--- config.mk ---
export PLATFORM = sky130hd
export DESIGN_NAME = csr_unit
export DESIGN_NICKNAME = d
export VERILOG_FILES = /design/src/rtl/csr_pkg.sv /design/src/rtl/csr_counter64.sv /design/src/rtl/csr_unit.sv
export SDC_FILE = /design/constraint.sdc
export NUM_CORES = 1
export LEC_CHECK = 0
export CAP_MARGIN = 20
export CORE_ASPECT_RATIO = 0.6
export CORE_UTILIZATION = 45
export DETAILED_ROUTE_END_ITERATION = 10
export GPL_TIMING_DRIVEN = 0
export PLACE_DENSITY = 0.74
export SYNTH_ARGS = -nofsm -noshare
export SYNTH_HDL_FRONTEND = slang
export SYNTH_SLANG_ARGS = --single-unit
--- constraint.sdc ---
create_clock -name clk -period 9.8 [get_ports clk]
set_input_delay 1.96 -clock clk [delete_from_list [all_inputs] [get_ports clk]]
set_output_delay 1.96 -clock clk [all_outputs]
set_load 0.02 [all_outputs]
--- src/rtl/csr_pkg.sv ---
// Shared types and constants for the machine-mode CSR unit.
//   csr_op_t    : operation presented to the unit
//   ex_type     : exception cause codes reported on out_ex
//   csr_addr_e  : implemented CSR addresses
//   mstatus_t   : machine status register layout
//   state_t     : accept/hold handshake state
package csr_pkg;

    typedef enum logic [2:0] {
        OP_RW     = 3'd0,
        OP_RS     = 3'd1,
        OP_RC     = 3'd2,
        OP_ECALL  = 3'd3,
        OP_EBREAK = 3'd4,
        OP_MRET   = 3'd5,
        OP_INVAL  = 3'd6
    } csr_op_t;

    typedef enum logic [3:0] {
        EX_ILLEGAL_INSTR = 4'd2,
        EX_BREAKPOINT    = 4'd3,
        EX_M_ECALL       = 4'd11
    } ex_type;

    typedef enum logic [11:0] {
        CSR_MSTATUS   = 12'h300,
        CSR_MISA      = 12'h301,
        CSR_MTVEC     = 12'h305,
        CSR_MSCRATCH  = 12'h340,
        CSR_MEPC      = 12'h341,
        CSR_MCAUSE    = 12'h342,
        CSR_MTVAL     = 12'h343,
        CSR_MCYCLE    = 12'hB00,
        CSR_MINSTRET  = 12'hB02,
        CSR_MCYCLEH   = 12'hB80,
        CSR_MINSTRETH = 12'hB82,
        CSR_MHARTID   = 12'hF14
    } csr_addr_e;

    typedef struct packed {
        logic [18:0] rsv_hi;
        logic [1:0]  mpp;
        logic [2:0]  rsv_mid;
        logic        mpie;
        logic [2:0]  rsv_lo;
        logic        mie;
        logic [2:0]  rsv_base;
    } mstatus_t;

    typedef enum logic {
        S_IDLE = 1'b0,
        S_HOLD = 1'b1
    } state_t;

    // RV32I, MXL = 1
    localparam logic [31:0] MISA_VALUE = 32'h4000_0100;

endpackage

--- src/rtl/csr_counter64.sv ---
// Two-half free-running counter with independent half writes.
//   clk, rst    : clock, async active-high reset
//   wr_lo_i     : load low half from wdata_i (wins over the increment)
//   wr_hi_i     : load high half from wdata_i
//   wdata_i     : write data
//   inc_i       : add one this cycle
//   value_o     : {high, low}
module csr_counter64 #(
    parameter int W = 32
) (
    input  logic           clk,
    input  logic           rst,
    input  logic           wr_lo_i,
    input  logic           wr_hi_i,
    input  logic [W-1:0]   wdata_i,
    input  logic           inc_i,
    output logic [2*W-1:0] value_o
);

    logic [W-1:0] lo_q, lo_d, hi_q, hi_d;
    logic         carry;

    always_comb begin
        // a written low half never carries out in the same cycle
        carry = inc_i && !wr_lo_i && (lo_q == {W{1'b1}});
        lo_d  = wr_lo_i ? wdata_i : lo_q + {{(W-1){1'b0}}, inc_i};
        hi_d  = wr_hi_i ? wdata_i : hi_q + {{(W-1){1'b0}}, carry};
    end

    always_ff @(posedge clk or posedge rst) begin
        if (rst) begin
            lo_q <= '0;
            hi_q <= '0;
        end else begin
            lo_q <= lo_d;
            hi_q <= hi_d;
        end
    end

    assign value_o = {hi_q, lo_q};

endmodule

--- src/rtl/csr_unit.sv ---
// Machine-mode CSR / SYSTEM execution unit with commit-stage trap entry.
// Optional feature macro: CSR_COUNTERS_EN (64-bit mcycle/minstret).
//   in_*        : op issue (valid/ready), operands, CSR address, rd
//   out_*       : held result (valid/ready), old CSR value, exception, MRET target
//   trap_*      : trap entry from commit; flushes any held op
//   trap_vector : mtvec, direct mode
//   instret_inc : retire pulse for minstret
//
// state  | meaning
// S_IDLE | ready for a new op
// S_HOLD | result held until out_ready; CSR write pending
module csr_unit
    import csr_pkg::*;
#(
    parameter int              XLEN        = 32,
    parameter int              HART_ID     = 0,
    parameter logic [XLEN-1:0] MTVEC_RESET = '0
) (
    input  logic            clk,
    input  logic            rst,
    input  logic            in_valid,
    output logic            in_ready,
    input  logic [2:0]      in_op,
    input  logic            in_imm_src,
    input  logic [4:0]      in_rs1_idx,
    input  logic [XLEN-1:0] in_rs1_val,
    input  logic [4:0]      in_zimm,
    input  logic [11:0]     in_csr_addr,
    input  logic [4:0]      in_rd,
    output logic            out_valid,
    input  logic            out_ready,
    output logic [4:0]      out_rd_idx,
    output logic [XLEN-1:0] out_rd_val,
    output logic            out_ex_valid,
    output logic [3:0]      out_ex,
    output logic            out_ret_valid,
    output logic [XLEN-1:0] out_br_target,
    input  logic            trap_valid,
    input  logic [XLEN-1:0] trap_cause,
    input  logic [XLEN-1:0] trap_pc,
    input  logic [XLEN-1:0] trap_tval,
    output logic [XLEN-1:0] trap_vector,
    input  logic            instret_inc
);

    state_t          state_q, state_d;
    logic            accept, commit;

    logic [4:0]      rd_idx_q;
    logic [XLEN-1:0] rd_val_q, rd_val_d, tgt_q, tgt_d, wdata_q, wdata_d;
    logic            ex_valid_q, ex_valid_d, ret_q, ret_d, wen_q, wen_d;
    logic [3:0]      ex_q, ex_d;
    logic [11:0]     waddr_q;

    logic            mie_q, mpie_q;
    logic [XLEN-1:0] mtvec_q, mscratch_q, mepc_q, mcause_q, mtval_q;

    mstatus_t        mstatus_rd;
    logic [XLEN-1:0] rdata, src;
    logic            known, wr_attempt, csr_wr;

    assign csr_wr = commit && wen_q && !ex_valid_q;

`ifdef CSR_COUNTERS_EN
    logic [2*XLEN-1:0] mcycle, minstret;

    csr_counter64 #(.W(XLEN)) u_mcycle (
        .clk     (clk),
        .rst     (rst),
        .wr_lo_i (csr_wr && (waddr_q == CSR_MCYCLE)),
        .wr_hi_i (csr_wr && (waddr_q == CSR_MCYCLEH)),
        .wdata_i (wdata_q),
        .inc_i   (1'b1),
        .value_o (mcycle)
    );

    csr_counter64 #(.W(XLEN)) u_minstret (
        .clk     (clk),
        .rst     (rst),
        .wr_lo_i (csr_wr && (waddr_q == CSR_MINSTRET)),
        .wr_hi_i (csr_wr && (waddr_q == CSR_MINSTRETH)),
        .wdata_i (wdata_q),
        .inc_i   (instret_inc),
        .value_o (minstret)
    );
`else
    logic unused_instret;
    assign unused_instret = instret_inc;
`endif

    always_comb begin
        mstatus_rd      = '0;
        mstatus_rd.mpp  = 2'b11;
        mstatus_rd.mpie = mpie_q;
        mstatus_rd.mie  = mie_q;
        rdata = '0;
        known = 1'b1;
        case (in_csr_addr)
            CSR_MSTATUS:   rdata = mstatus_rd;
            CSR_MISA:      rdata = XLEN'(MISA_VALUE);
            CSR_MTVEC:     rdata = mtvec_q;
            CSR_MSCRATCH:  rdata = mscratch_q;
            CSR_MEPC:      rdata = mepc_q;
            CSR_MCAUSE:    rdata = mcause_q;
            CSR_MTVAL:     rdata = mtval_q;
            CSR_MHARTID:   rdata = XLEN'(HART_ID);
`ifdef CSR_COUNTERS_EN
            CSR_MCYCLE:    rdata = mcycle[XLEN-1:0];
            CSR_MCYCLEH:   rdata = mcycle[2*XLEN-1:XLEN];
            CSR_MINSTRET:  rdata = minstret[XLEN-1:0];
            CSR_MINSTRETH: rdata = minstret[2*XLEN-1:XLEN];
`endif
            default:       known = 1'b0;
        endcase
    end

    // result and pending write, captured on accept
    always_comb begin
        src        = in_imm_src ? {{(XLEN-5){1'b0}}, in_zimm} : in_rs1_val;
        // set/clear with a zero source is a pure read
        wr_attempt = (in_op == OP_RW) ||
                     (in_imm_src ? (in_zimm != 5'd0) : (in_rs1_idx != 5'd0));
        rd_val_d   = '0;
        ex_valid_d = 1'b0;
        ex_d       = '0;
        ret_d      = 1'b0;
        tgt_d      = '0;
        wen_d      = 1'b0;
        wdata_d    = '0;
        case (in_op)
            OP_RW, OP_RS, OP_RC: begin
                rd_val_d = rdata;
                if (!known || (wr_attempt && (in_csr_addr[11:10] == 2'b11))) begin
                    ex_valid_d = 1'b1;
                    ex_d       = EX_ILLEGAL_INSTR;
                end else begin
                    wen_d = wr_attempt;
                end
                if (in_op == OP_RW)      wdata_d = src;
                else if (in_op == OP_RS) wdata_d = rdata | src;
                else                     wdata_d = rdata & ~src;
            end
            OP_ECALL: begin
                ex_valid_d = 1'b1;
                ex_d       = EX_M_ECALL;
            end
            OP_EBREAK: begin
                ex_valid_d = 1'b1;
                ex_d       = EX_BREAKPOINT;
            end
            OP_MRET: begin
                ret_d = 1'b1;
                tgt_d = mepc_q;
            end
            default: begin
                ex_valid_d = 1'b1;
                ex_d       = EX_ILLEGAL_INSTR;
            end
        endcase
    end

    always_comb begin
        state_d = state_q;
        accept  = 1'b0;
        commit  = 1'b0;
        case (state_q)
            S_IDLE: if (in_valid) begin
                state_d = S_HOLD;
                accept  = 1'b1;
            end
            S_HOLD: if (out_ready) begin
                state_d = S_IDLE;
                commit  = 1'b1;
            end
            default: state_d = S_IDLE;
        endcase
        // trap flush overrides any handshake in the same cycle
        if (trap_valid) begin
            state_d = S_IDLE;
            accept  = 1'b0;
            commit  = 1'b0;
        end
    end

    always_ff @(posedge clk or posedge rst) begin
        if (rst) begin
            state_q    <= S_IDLE;
            rd_idx_q   <= '0;
            rd_val_q   <= '0;
            ex_valid_q <= 1'b0;
            ex_q       <= '0;
            ret_q      <= 1'b0;
            tgt_q      <= '0;
            wen_q      <= 1'b0;
            wdata_q    <= '0;
            waddr_q    <= '0;
        end else begin
            state_q <= state_d;
            if (accept) begin
                rd_idx_q   <= in_rd;
                rd_val_q   <= rd_val_d;
                ex_valid_q <= ex_valid_d;
                ex_q       <= ex_d;
                ret_q      <= ret_d;
                tgt_q      <= tgt_d;
                wen_q      <= wen_d;
                wdata_q    <= wdata_d;
                waddr_q    <= in_csr_addr;
            end
        end
    end

    always_ff @(posedge clk or posedge rst) begin
        if (rst) begin
            mie_q      <= 1'b0;
            mpie_q     <= 1'b0;
            mtvec_q    <= {MTVEC_RESET[XLEN-1:2], 2'b00};
            mscratch_q <= '0;
            mepc_q     <= '0;
            mcause_q   <= '0;
            mtval_q    <= '0;
        end else if (trap_valid) begin
            mepc_q   <= {trap_pc[XLEN-1:2], 2'b00};
            mcause_q <= trap_cause;
            mtval_q  <= trap_tval;
            mpie_q   <= mie_q;
            mie_q    <= 1'b0;
        end else if (commit) begin
            if (ret_q) begin
                mie_q  <= mpie_q;
                mpie_q <= 1'b1;
            end
            if (csr_wr) begin
                case (waddr_q)
                    CSR_MSTATUS: begin
                        mie_q  <= wdata_q[3];
                        mpie_q <= wdata_q[7];
                    end
                    CSR_MTVEC:    mtvec_q    <= {wdata_q[XLEN-1:2], 2'b00};
                    CSR_MSCRATCH: mscratch_q <= wdata_q;
                    CSR_MEPC:     mepc_q     <= {wdata_q[XLEN-1:2], 2'b00};
                    CSR_MCAUSE:   mcause_q   <= wdata_q;
                    CSR_MTVAL:    mtval_q    <= wdata_q;
                    default: ;
                endcase
            end
        end
    end

    assign in_ready      = (state_q == S_IDLE);
    assign out_valid     = (state_q == S_HOLD);
    assign out_rd_idx    = rd_idx_q;
    assign out_rd_val    = rd_val_q;
    assign out_ex_valid  = ex_valid_q;
    assign out_ex        = ex_q;
    assign out_ret_valid = ret_q;
    assign out_br_target = tgt_q;
    assign trap_vector   = mtvec_q;

endmodule

# Word level (Yosys, flattened, before mapping)

Index checks and enable logic that the tools add are counted.

Bitwise logic cells: 5
Muxes and demuxes: 47
Equal/unequal tests: 20
Reductions and logical operators: 22

Operators by type and width:

| cell                                                                    | count |
|---|---|
| 32-bit 2-to-1 mux                                                       | 18 |
| 32-bit case mux with 7 select lines                                     | 1 |
| 12-bit by 10-bit equality test with 1-bit output, second input constant | 13 |
| 32-bit bitwise AND                                                      | 1 |
| 32-bit inverter                                                         | 1 |
| 32-bit OR                                                               | 1 |
| 1-bit 2-to-1 mux                                                        | 24 |
| 4-bit case mux with 4 select lines                                      | 1 |
| 12-bit equality test, second input constant                             | 1 |
| 2-bit nonzero test                                                      | 5 |
| 5-bit nonzero test                                                      | 2 |
| 3-bit AND reduction                                                     | 3 |
| 4-bit AND reduction                                                     | 2 |
| 8-bit OR reduction                                                      | 1 |
| 3-bit by 2-bit equality test with 1-bit output, second input constant   | 2 |
| 3-bit equality test, second input constant                              | 2 |
| 1-bit case mux with 2 select lines                                      | 2 |
| 3-bit by 1-bit equality test with 1-bit output, second input constant   | 1 |
| 1-bit logical AND                                                       | 3 |
| 3-bit zero test                                                         | 1 |
| 3-bit OR reduction                                                      | 1 |
| 2-bit equality test, second input constant                              | 1 |
| 1-bit zero test                                                         | 2 |
| 1-bit logical OR                                                        | 2 |
| other kinds (2)                                                         | 3 |

Word-level logic and storage cells: 111
Flip-flop bits (word level): 281
Output and inout bits: 109

# Depth between registers and ports, before layout

Word-level depth: 8
Depth in mapped cells: 9

# Least setup slack after synthesis

Ideal clock, no wire load.

Path kind: input port to flip-flop
Start point: input trap_valid
End point: register mcause_q[0]
Stages on the path: 8
Slack: 5606 ps
Data required time: 9675 ps
Arrival: 4070 ps
Setup time: 125 ps
Path through: clkbuf_1 > nand3b_1 > or4_1 > buf_2 > nor4b_4 > buf_4 > mux2_1 > mux2_2

Word-level cells in the longest chain between the ends: 5
Elaborated cells between the ends (all ways): 8

Ends and longest elaborated chain:

| element                         | RTL line        | text |
|---|---|---|
| start, declared                 | csr_unit.sv:38  | `input logic trap_valid,` |
| 1-bit 2-to-1 mux                | csr_unit.sv:178 | `if (trap_valid) begin` |
| 1-bit logical AND (2 in series) | csr_unit.sv:62  | `assign csr_wr = commit && wen_q && !ex_valid_q;` |
| 2-bit nonzero test (no line)    | -               |  |
| 3-bit AND reduction (no line)   | -               |  |
| end signal, assigned            | csr_unit.sv:224 | `mcause_q <= trap_cause;` |
| end signal, assigned            | csr_unit.sv:242 | `CSR_MCAUSE: mcause_q <= wdata_q;` |
| end, declared                   | csr_unit.sv:56  | `logic [XLEN-1:0] mtvec_q, mscratch_q, mepc_q, mcause_q, mtval_q;` |

Several ways; a longest one is shown, not always the timed one.
A chain may end at the register's enable or synchronous reset.

# Final worst setup path

Start point: input in_csr_addr[8]
End point: register wdata_q[24]

Word-level cells in the longest chain between the ends: 6
Elaborated cells between the ends (all ways): 13

Ends and longest elaborated chain:

| element                                                | RTL line                         | text |
|---|---|---|
| start, declared                                        | csr_unit.sv:28                   | `input logic [11:0] in_csr_addr,` |
| 12-bit by 10-bit equality test with 1-bit output       | csr_unit.sv:98                   | `case (in_csr_addr)` |
| 32-bit case mux with 7 select lines (*)                | csr_unit.sv:98                   |  |
| 32-bit bitwise AND / 32-bit OR (equally long branches) | csr_unit.sv:141, csr_unit.sv:140 |  |
| 32-bit 2-to-1 mux (*)                                  | csr_unit.sv:140                  | `else if (in_op == OP_RS) wdata_d = rdata \| src;` |
| 32-bit 2-to-1 mux (*)                                  | csr_unit.sv:139                  | `if (in_op == OP_RW) wdata_d = src;` |
| 32-bit 2-to-1 mux (*)                                  | csr_unit.sv:130                  | `case (in_op)` |
| end signal, assigned                                   | csr_unit.sv:207                  | `wdata_q <= wdata_d;` |
| end, declared                                          | csr_unit.sv:50                   | `logic [XLEN-1:0] rd_val_q, rd_val_d, tgt_q, tgt_d, wdata_q, wdata_d;` |

Mark *: on every way between the ends. The rest lies on a longest branch, timed or not.

==> flow_metrics.tcl <==
set metrics [dict create \
    status "complete, no violations" \
    area_delta_synth_final_pct 31.2 \
    synth_area_per_cell_um2 10.4 \
    row_count 48 \
    setup_viol 0 \
    hold_viol_final 0 \
    power_mw 2.77 \
    cts_tree "built" \
    crit_arrival_ns 5.46 \
    place_ws_ns 4.34 \
    htree_num_levels 1 \
    die_w_um 223 \
    grt_overflow_total 0 \
    ctsResizeCount 0 \
    grt_pass1_vias 12183 \
    layout_commonest_cell "dfrtp_1" \
    numCtsBuffers 28 \
    layout.nets 1736 \
    drv_cap 0 \
    drive_gt1_frac 0.115 \
    track_usage 0.350 \
    die-height_um 135 \
    post-route-drc-count 0 \
    synth_edf_count 0 \
    cp.required_ns 10.28 \
    initial_core_util 0.458 \
    synth_ff_type "dfrtp_1" \
    dr.pass1.iters 7 \
    clk_latency_ns 0.58 \
    clock_sinks 276 \
    final_cell_mix "276 x dfrtp_1, 259 x clkdlybuf4s50_1, 228 x nand2_1" \
    die_area_um2 30100 \
    coreArea_um2 28800 \
    start_kind "input port" \
    switching_share 0.271 \
    cts_buffer_depth 3 \
    fin_crit_sh 0.507 \
    fmax_ghz 0.201 \
    max-vdd-ir-drop_v 0.000118 \
    power_frac_seq 0.460 \
    synth-async-reset-ratio 1.00 \
    syn_area_um2 13200 \
    p_leak_nw 7.38 \
    p_switching_uw 751 \
    cts_root_buf "clkbuf_16" \
    rsz0062_at_grt "no" \
    clk_pin_slew_ns 0.06 \
    power.internal_mw 2.02 \
    synth.distinct_cells 63 \
    stdcell_count 1965 \
    critPathCaptureType "flip-flop" \
    ant_nets 0 \
    synth-seq-area-share 0.523 \
    drt_iter0_markers 1945 \
    via_per_inst 6.38 \
    dp_hpwl_mm 37.8 \
    yosys_warnings 0 \
    setup_slack_ns 4.83 \
    synth_seq_cells 276 \
    antenna_found_initial 0 \
    max_slew_margin 0.282 \
    vias 12538 \
    min_period_ns 4.97 \
    multi_input_area_um2 5680 \
    p_comb_frac 0.134 \
    synth_area_leaders "dfrtp_1 52%, mux2_2 7.8%, nand2_1 6.5%" \
    synthCells 1272 \
    grt_pass1_wl_mm 77.2 \
    cts_setup_buffers 0 \
    portBuffers 259 \
    fin_skew_ns 0.0163 \
    hold_path.class "flip-flop to flip-flop" \
    synth.top_cell.area_share 0.523 \
    cp_max_fo 10 \
    place_congestion 0.998 \
    netlist.top_cell.by_area "dfrtp_1" \
    postCtsHoldBufs 0 \
    fillers 2471 \
    powerDensity_nw_per_um2 160 \
    io-pin-count 274 \
    drt-total-wl_mm 52.8 \
    wl_per_cell_um 26.9 \
    clkPwrFrac 0.407 \
    slew_violations 0 \
    dp_cells 1915 \
    setup.worst_path.class "input port to flip-flop" \
    grt_max_degree 122 \
    tightest_slew_ns 1.06 \
    seqCellArea_um2 6910 \
]
==> cells by family after synthesis <==
kind of cell | Yosys count | synth area share
DFF | 276 | 0.523
buffers and inverters | 157 | 0.0486
xor gates and xnor gates | 1 | 0.000663
and+or+nand+nor | 385 | 0.140
muxes | 129 | 0.108
other | 1 | 0.000284
AOI/OAI and AO/OA | 323 | 0.180
==> per-stage QoR <==
stage               utilization  instance area (um^2)  setup TNS (ns)  hold WS, ns
floorplan                     -                 13200               0        0.437
global placement          0.565                 16300         -904.96        0.452
detailed placement        0.568                 16400               0        0.460
CTS                       0.601                 17300               0        0.476
global route              0.601                 17300               0        0.491
finish                    0.601                 17300               0        0.474
==> registers in the layout, indices dropped and copies added, names as in the netlist <==
name and count:
mpie_q 1, out_valid 1, mepc_q 30, out_rd_idx 5, mcause_q 32, wdata_q 32, out_rd_val 32, mscratch_q 32
out_ret_valid 1, out_br_target 30, wen_q 1, mtval_q 32, waddr_q 12, trap_vector 30, out_ex_valid 1, mie_q 1
out_ex 3
==> path summary, 6_finish.rpt <==
path / start / to / slack (ns) / cells past startpoint
setup / recovery: in_csr_addr[8] / wdata_q[24] / 4.83 / 8
hold / removal: waddr_q[4] / waddr_q[4] / 0.47 / 2
setup reg to reg: out_ex_valid / mepc_q[27] / 6.54 / 8
hold reg to reg: waddr_q[4] / waddr_q[4] / 0.47 / 2
max in group asynchronous: rst / mtval_q[4] / 6.56 / 4
min in group asynchronous: rst / wdata_q[20] / 1.78 / 2
==> per-layer routing <==
metal  global-route usage  routed length, um
met1                0.506              21800
met2                0.490              21600
met3                0.105               7430
met4                0.138               2030
met5                    0                  0
==> Yosys cell counts, types with 3 or more instances <==
cell type and instances:
a222oi_1 6, o2bb2ai_1 9, o311ai_0 45, nor4bb_1 3, nand2b_1 4, inv_1 51
buf_2 15, mux2_1 15, clkbuf_1 77, buf_4 7, o31ai_1 30, a22o_1 37
a31oi_1 32, a22oi_1 39, nand3_1 10, nand2_1 228, a211oi_1 6, o32ai_1 7
nor4b_1 6, or4_1 4, a221oi_1 11, dfrtp_1 276, and3_1 6, o21ai_0 37
nor2_1 28, nor3b_1 4, nor3_1 8, or2_2 3, buf_1 6, a311oi_1 6
mux2_2 92, or3_1 4, mux2i_1 22, nor2b_1 59, a21oi_1 40, a32o_1 3
==> layout make-up <==
type,count,share of cell area
Multi-Input combinational cell,843,0.328
Buffer,106,0.0260
Clock inverter,13,0.00931
Clock buffer,35,0.0448
Tap cell,375,0.0271
Antenna cell,1,0.000144
Inverter,51,0.0115
Timing Repair Buffer,265,0.155
Sequential cell,276,0.398
==> power by group through the flow <==
| stage | Sequential [mW] | Clock [mW] | Combinational (mW) |
|---|---|---|---|
| 3_5_place_dp | 1.29 | 0 | 0.364 |
| 3_3_place_gp | 1.29 | 0 | 0.353 |
| 5_1_grt | 1.28 | 1.17 | 0.394 |
| 6_report | 1.27 | 1.13 | 0.371 |
| 2_1_floorplan | 1.29 | 0 | 0.162 |
| 4_1_cts | 1.27 | 1.13 | 0.366 |
==> critical path: stages <==
cell and delay, ns:
clkdlybuf4s50_1 0.55, nor4bb_1 0.34, clkbuf_1 0.57, and3_1 0.26
clkbuf_1 0.37, clkbuf_1 0.73, a221oi_1 0.35, o31ai_1 0.30
No activity file was read; power rests on OpenSTA's default activity.
